`config.mk`:
```
export PLATFORM = sky130hd
export DESIGN_NAME = program_counter
export DESIGN_NICKNAME = d
export VERILOG_FILES = /design/src/rtl/program_counter.sv
export SDC_FILE = /design/constraint.sdc
export NUM_CORES = 1
export LEC_CHECK = 0
export CORE_ASPECT_RATIO = 1.4
export CORE_MARGIN = 4
export CORE_UTILIZATION = 25
export DETAILED_ROUTE_END_ITERATION = 7
export GPL_ROUTABILITY_DRIVEN = 1
export PLACE_DENSITY = 0.48
export SLEW_MARGIN = 0
export SYNTH_ARGS = -nofsm -noshare
export SYNTH_HDL_FRONTEND = slang
export SYNTH_SLANG_ARGS = --single-unit
```
`constraint.sdc`:
```
create_clock -name clk -period 3.5 [get_ports clk]
set_clock_uncertainty 0.05 [all_clocks]
set_input_delay 1.05 -clock clk [delete_from_list [all_inputs] [get_ports clk]]
set_output_delay 1.05 -clock clk [all_outputs]
set_load 0.05 [all_outputs]
```
`src/rtl/program_counter.sv`:
```
// -----------------------------------------------------------------------------
// program_counter
//
// Purpose:
//    Holds the 32-bit program counter of a simple RISC-style core and picks
//    the next instruction address every clock. The next address is one of:
//    the reset vector, an absolute register-indirect target (jalr), a
//    PC-relative target (pc + signed immediate) or the sequential address
//    (pc + 4). All arithmetic wraps modulo 2^32 and no alignment checking is
//    done; targets and offsets pass through exactly as supplied.
//
// Parameters:
//    RESET_VECTOR  value loaded into pc while reset is asserted
//
// Ports:
//    clk          in   1   single clock, all state changes on its rising edge
//    reset        in   1   synchronous active-low reset (0 = asserted)
//    pc_src       in   1   1 = PC-relative branch/jump taken this cycle
//    jalr         in   1   1 = absolute register-indirect jump taken
//    immediate    in   32  signed offset added to pc when pc_src = 1
//    jump_target  in   32  absolute next pc when jalr = 1
//    pc           out  32  current program counter, straight from a register
// -----------------------------------------------------------------------------
module program_counter #(
   parameter logic [31:0] RESET_VECTOR = 32'h0000_0000
) (
   input  logic        clk,
   input  logic        reset,
   input  logic        pc_src,
   input  logic        jalr,
   input  logic [31:0] immediate,
   input  logic [31:0] jump_target,
   output logic [31:0] pc
);

   logic [31:0] pc_reg;
   logic [31:0] next_pc;

   // Next-address selection for the non-reset case. jalr outranks pc_src so
   // that a register-indirect jump wins if the decoder ever raises both.
   // The immediate is two's-complement, so a plain 32-bit add already moves
   // backwards for negative offsets and wraps silently on overflow.
   always_comb begin
      next_pc = pc_reg + 32'd4;
      if (jalr) begin
         next_pc = jump_target;
      end else if (pc_src) begin
         next_pc = pc_reg + immediate;
      end
   end

   // The pc register itself. Reset is sampled only at the clock edge, so
   // pulling reset low between edges leaves pc alone until the next edge,
   // and reset overrides any jump requested in the same cycle.
   always_ff @(posedge clk) begin
      if (!reset) begin
         pc_reg <= RESET_VECTOR;
      end else begin
         pc_reg <= next_pc;
      end
   end

   // The output is the register itself, so there is no combinational path
   // from any input to pc.
   assign pc = pc_reg;

endmodule

```
==> run_results.csv, run 1 <==
group,metric,value,unit
run_status,status,"completed",
setup_path,path_max_fanout,3,
cts,insertion_delay,0.28,ns
synth,yosysWarnings,0,
sta,tns,0,ns
die,coreArea,0.0146,mm^2
synth,synth_ff_type,"dfxtp_1",
global_route,grt_pass1_wl,24900,um
route,wl_per_cell,18.0,um
final_layout,diodes,0,
global_route,grt_start_max_net_pins,24,
final_layout,nets,785,
synth,async_flop_share,0,
power,p_total,1.93,mW
setup_path,critPathArrivalTime,3.47,ns
final_layout,largest_register_ffs,32,
global_route,antenna_found_initial,0,
worst_hold_path,hp-start,"pc[22]",
placement,dpl_cell_area,0.00549,mm^2
synth,synth_edf_count,0,
power,p_per_area,329,mW/mm^2
die,ios,100,
setup_path,timing.reg2reg.setup_slack,0.71,ns
global_route,grt_pass1_vias,4709,
worst_hold_path,hold_path_class,"reg2reg",
setup_path,critPathLaunch,"immediate[16]",
global_route,grt_usage,0.179,
die,die_h,153,um
synth,synth_area,0.00376,mm^2
cts,cts_tree,"built",
final_layout,area_growth,55.9,%
setup_path,worstReg2RegStart,"pc[2]",
route,via_count,4568,
worst_hold_path,holdPathStages,2,
placement,hpwl,12600,um
power,p_leak,2.36,nW
die,die_w,112,um
cts,cts_max_level,2,
synth,seq_area_frac_synth,0.170,
cts,cts.sinks,32,
synth,ys_top_cells_by_area,"dfxtp_1, ha_1, xnor2_1, a21oi_1, nand2_1",
setup_path,rr_endpoint,"pc[26]",
setup_path,worstSetupPathType,"in2reg",
die,die-area,0.0171,mm^2
die,placementRows,52,
synth,avgSynthCellArea,7.27,um^2
sta,hold_viol,0,
route,routed_wl,15700,um
sta,fin_crit,3.34,ns
setup_path,end_kind,"flop",
placement,port-buffer-count,99,
cts,clockBufferDepth,2,
route,viasPerCell,5.24,
synth,synth_nets,618,
synth,synthesis.instances,517,
route,drt_iter0_markers,199,
placement,place.gp.congestion,0.878,
synth,yosys.cell_types.count,63,
cts,cts_root_buffer,"clkbuf_16",
synth,synth_top_area_frac,0.170,
global_route,overflow,0,
setup_path,reg2regPathDepth,11,
cts,cts_buffers,5,
die,start_util,0.257,
sta,tightest_slew,0.550,ns
worst_hold_path,whs_endpoint,"pc[22]",
sta,period_share,0.953,
sta,maxSlewViolCount,0,
synth,yosys_register_bits,32,
sta,setup_viol,0,
route,drc,0,
flow_run,max_cap_viol_count,0,
power,ir_drop,0.173,mV
setup_path,start_kind,"primary input",
setup_path,critPathRequiredTime,3.63,ns
cts,clk_pin_slew,0.06,ns
final_layout,drive_gt1_frac,0.186,
route,postRouteAntennaNets,0,
sta,whs,0.557,ns
final_layout,fin_area,0.00586,mm^2
sta,maxSlewHeadroom,0.631,
route,first_pass_iters,5,
synth,synth_area_leader_cell,"dfxtp_1",
sta,fmax,300,MHz
cts,postCtsHoldBufs,0,
where the power goes:
group	switching [mW]	internal (mW)
clock network	0.173	0.252
logic	0.555	0.489
registers	0.0609	0.400
stage by stage:
stage                     std cells  setup slack (ns)  utilization
after CTS                       869           0.00964        0.388
after global placement          862            -0.462        0.375
after floorplan                 517             0.157            -
final                           871             0.164        0.400
after global routing            871          -0.00170        0.400
after detailed placement        862            -0.517        0.375
how the worst max path moves through the flow:
stage,depth (start not counted),endpoint,slack [ns]
5_1_grt,13,pc[24],-0.002
3_5_place_dp,12,pc[30],-0.52
4_1_cts,10,pc[25],0.01
6_report,10,pc[27],0.16
2_1_floorplan,11,pc[28],0.16
3_3_place_gp,12,pc[30],-0.46
critical path, cell delays in order:
cell and delay, ns:
clkdlybuf4s50_1 0.41, ha_1 0.33, a21o_1 0.20, a221o_1 0.39, a21o_1 0.23, nor2_1 0.17, nand3_1 0.11, a211oi_2 0.25
xor2_1 0.09, a221oi_1 0.25
repair_timing:
item                                    4_1_cts  5_1_grt
resized for setup                            13       27
pin swaps                                    11       14
endpoints found under the setup margin       10       10
setup buffers                                 2        2
cell usage in the layout (no fill, tap or decap), drive strengths merged, types with 4 or more instances in the layout:
cell	instances
xnor2	37
o211ai	8
dfxtp	32
clkdlybuf4s50	92
or3	4
a21o	7
buf	82
nor3	11
nand2b	7
o21ai	35
and3	8
xor2	13
nand3	29
nor4	4
o21a	4
dlymetal6s2s	5
ha	32
a21oi	58
nand4	10
nor2	43
clkbuf	5
o211a	5
inv	15
nand2	59
nor2b	10
a211oi	10
a31oi	8
and2	4
synth_stat cells, drive strengths merged, types with 3 or more instances:
master and instances:
nand3 29, a211oi 10, nand2b 7, a21boi 3, a21o 7, buf 6, ha 32, nand2 59
o21a 4, inv 15, o211ai 8, nor2b 10, o211a 5, nor3 11, dfxtp 32, and3 8
clkbuf 15, a21oi 58, a31oi 8, o21bai 3, xor2 13, o21ai 35, or3 4, mux2i 3
a2111oi 3, nor2 43, and2 4, o41ai 3, nor4 4, nand4 10, xnor2 37
logic make-up after synthesis:
| group | Yosys count | synth area share |
|---|---|---|
| fa+ha+maj | 33 | 0.112 |
| buf+inv | 36 | 0.0369 |
| simple gates | 196 | 0.253 |
| mux | 4 | 0.0110 |
| flops | 32 | 0.170 |
| compound gates | 166 | 0.300 |
| xor+xnor | 50 | 0.116 |
cell type report:
type,instances,area [um^2]
fillers,1539,8780
multi-input cells,449,3190
repair buffers,181,1620
flip-flops and latches,32,641
well taps,189,236
clock buffers,5,125
inverters,15,56.3
metal layers:
layer | share of wire | track usage
met3 | 0.039 | 0.0154
met1 | 0.41 | 0.215
met4 | 0.026 | 0.0597
met2 | 0.52 | 0.332
met5 | 0 | 0
No activity file was read; power rests on OpenSTA's default activity.
==> run 2: changes to the inputs <==
--- a/config.mk
+++ b/config.mk
@@ -8,6 +8,7 @@
 export CORE_ASPECT_RATIO = 1.4
 export CORE_MARGIN = 4
 export CORE_UTILIZATION = 25
+export CTS_CLUSTER_DIAMETER = 60
 export DETAILED_ROUTE_END_ITERATION = 7
 export GPL_ROUTABILITY_DRIVEN = 1
 export PLACE_DENSITY = 0.48
==> results of run 2 <==
The final DEF is identical to that of run 1; final timing and power are the same.
==> run 3: changes to the inputs <==
--- a/config.mk
+++ b/config.mk
@@ -7,12 +7,13 @@
 export LEC_CHECK = 0
 export CORE_ASPECT_RATIO = 1.4
 export CORE_MARGIN = 4
-export CORE_UTILIZATION = 25
+export CORE_UTILIZATION = 45
 export CTS_CLUSTER_DIAMETER = 60
 export DETAILED_ROUTE_END_ITERATION = 7
 export GPL_ROUTABILITY_DRIVEN = 1
-export PLACE_DENSITY = 0.48
+export PLACE_DENSITY = 0.78
 export SLEW_MARGIN = 0
 export SYNTH_ARGS = -nofsm -noshare
 export SYNTH_HDL_FRONTEND = slang
 export SYNTH_SLANG_ARGS = --single-unit
+export TNS_END_PERCENT = 50
==> run_results.csv, run 3 (same netlist as run 1, synthesis figures left out) <==
group,metric,value,unit
run_status,status,"completed",
power,p_seq_frac,0.235,
route,routed_wl,14400,um
route,first_pass_iters,6,
cts,cts_max_level,2,
cts,cts_root_buffer,"clkbuf_16",
setup_path,critPathArrivalTime,3.59,ns
power,power.internal,1.17,mW
route,viasPerCell,5.98,
final_layout,drive_gt1_frac,0.169,
global_route,grt_usage,0.286,
power,p_sw,0.785,mW
die,die_w,85.3,um
setup_path,timing.reg2reg.setup_slack,0.72,ns
die,die-area,0.00990,mm^2
sta,fin_crit,3.47,ns
final_layout,final_util,0.697,
global_route,grt_pass1_vias,4562,
final_layout,diodes,0,
worst_hold_path,hp-start,"pc[22]",
route,drt_iter0_markers,374,
route,via_count,4637,
power,p_sw_frac,0.402,
route,drc,0,
setup_path,rr_endpoint,"pc[30]",
cts,cts_buffers,5,
sta,fmax,288,MHz
route,postRouteAntennaNets,0,
global_route,grt_start_max_net_pins,36,
worst_hold_path,whs_endpoint,"pc[22]",
final_layout,nets,774,
placement,place.gp.congestion,0.972,
sta,setup_viol,0,
global_route,antenna_found_initial,0,
global_route,grt_pass1_wl,22600,um
setup_path,worstSetupPathType,"in2reg",
sta,maxSlewHeadroom,0.332,
cts,insertion_delay,0.28,ns
cts,clk_pin_slew,0.05,ns
power,ir_drop,0.208,mV
die,coreArea,0.00815,mm^2
flow_run,max_cap_viol_count,0,
power,p_per_area,343,mW/mm^2
setup_path,path_max_fanout,6,
setup_path,end_kind,"flop",
sta,maxSlewViolCount,0,
die,ios,100,
power,p_leak,2.32,nW
sta,period_share,0.990,
setup_path,worstReg2RegStart,"pc[2]",
setup_path,critPathRequiredTime,3.62,ns
worst_hold_path,holdPathStages,2,
placement,port-buffer-count,99,
cts,cts_tree,"built",
placement,hpwl,11100,um
route,wl_per_cell,18.6,um
die,die_h,116,um
cts,cts.sinks,32,
die,placementRows,39,
setup_path,reg2regPathDepth,9,
global_route,overflow,0,
setup_path,start_kind,"primary input",
sta,setup_slack,0.0338,ns
placement,preCtsSetupSlack,-0.460,ns
sta,tightest_slew,0.998,ns
cts,clockBufferDepth,2,
die,start_util,0.461,
final_layout,area_growth,51.0,%
placement,place_inst,765,
final_layout,instances_no_fill,775,
final_layout,layout_common_cells,"clkdlybuf4s50_1, buf_4, nand2_1",
final_layout,largest_register_ffs,32,
worst_hold_path,hold_path_class,"reg2reg",
power,power.share.clock,0.241,
power,power_frac_comb,0.523,
sta,hold_viol,0,
final_layout,final_common_cell,"clkdlybuf4s50_1",
run 3: through the flow:
stage                     hold WS [ns]  area [um^2]  setup TNS (ns)  total power [mW]
final                            0.588         5680               0              1.95
after global routing             0.621         5680         -0.0807              2.05
after CTS                        0.591         5500         -0.0121              1.90
after detailed placement         0.569         5310           -3.86              1.41
after global placement           0.555         5310           -3.01              1.40
after floorplan                  0.766         3760               0              1.04
run 3: worst max-delay path by stage:
stage               slack, ns    startpoint  endpoint  cells after the start
finish                   0.03  immediate[5]    pc[25]                     10
global route            -0.05  immediate[5]    pc[25]                     10
CTS                     -0.01  immediate[2]    pc[25]                     11
detailed placement      -0.46  immediate[0]    pc[30]                     13
global placement        -0.42  immediate[0]    pc[30]                     13
floorplan                0.16  immediate[0]    pc[28]                     11
run 3: repair_timing:
| action | in CTS | in global routing |
|---|---|---|
| endpoints found under the hold margin | 0 | 0 |
| hold buffers | 0 | 0 |
| gates resized for setup | 8 | 29 |
| pin swaps | 16 | 18 |
| setup buffers | 2 | 2 |
| setup endpoints to repair | 5 | 10 |
run 3: power by group through the flow:
stage | sequential, mW | clock, mW | combinational (mW)
2_1_floorplan | 0.569 | 0 | 0.469
3_3_place_gp | 0.461 | 0 | 0.940
3_5_place_dp | 0.463 | 0 | 0.951
4_1_cts | 0.455 | 0.475 | 0.972
5_1_grt | 0.465 | 0.492 | 1.09
6_report | 0.459 | 0.470 | 1.02
run 3: critical path, cell delays in order:
cell and delay (ns):
clkdlybuf4s50_1 0.41, ha_1 0.38, o21ai_1 0.28, a21oi_2 0.14, o41ai_4 0.08, a31oi_2 0.17
o31ai_2 0.33, a211oi_2 0.12, or4_1 0.47, and3_1 0.17
run 3: cell type report:
cell class	count	area, um^2
flip-flops and latches	32	641
multi-input cells	449	3170
repair buffers	170	1540
well taps	102	128
clock buffers	7	153
fillers	679	2470
inverters	15	56.3
run 3: metal layers:
layer | GRT usage | part of all wire
met5 | 0 | 0
met4 | 0.139 | 0.041
met3 | 0.0353 | 0.067
met2 | 0.526 | 0.52
met1 | 0.324 | 0.37
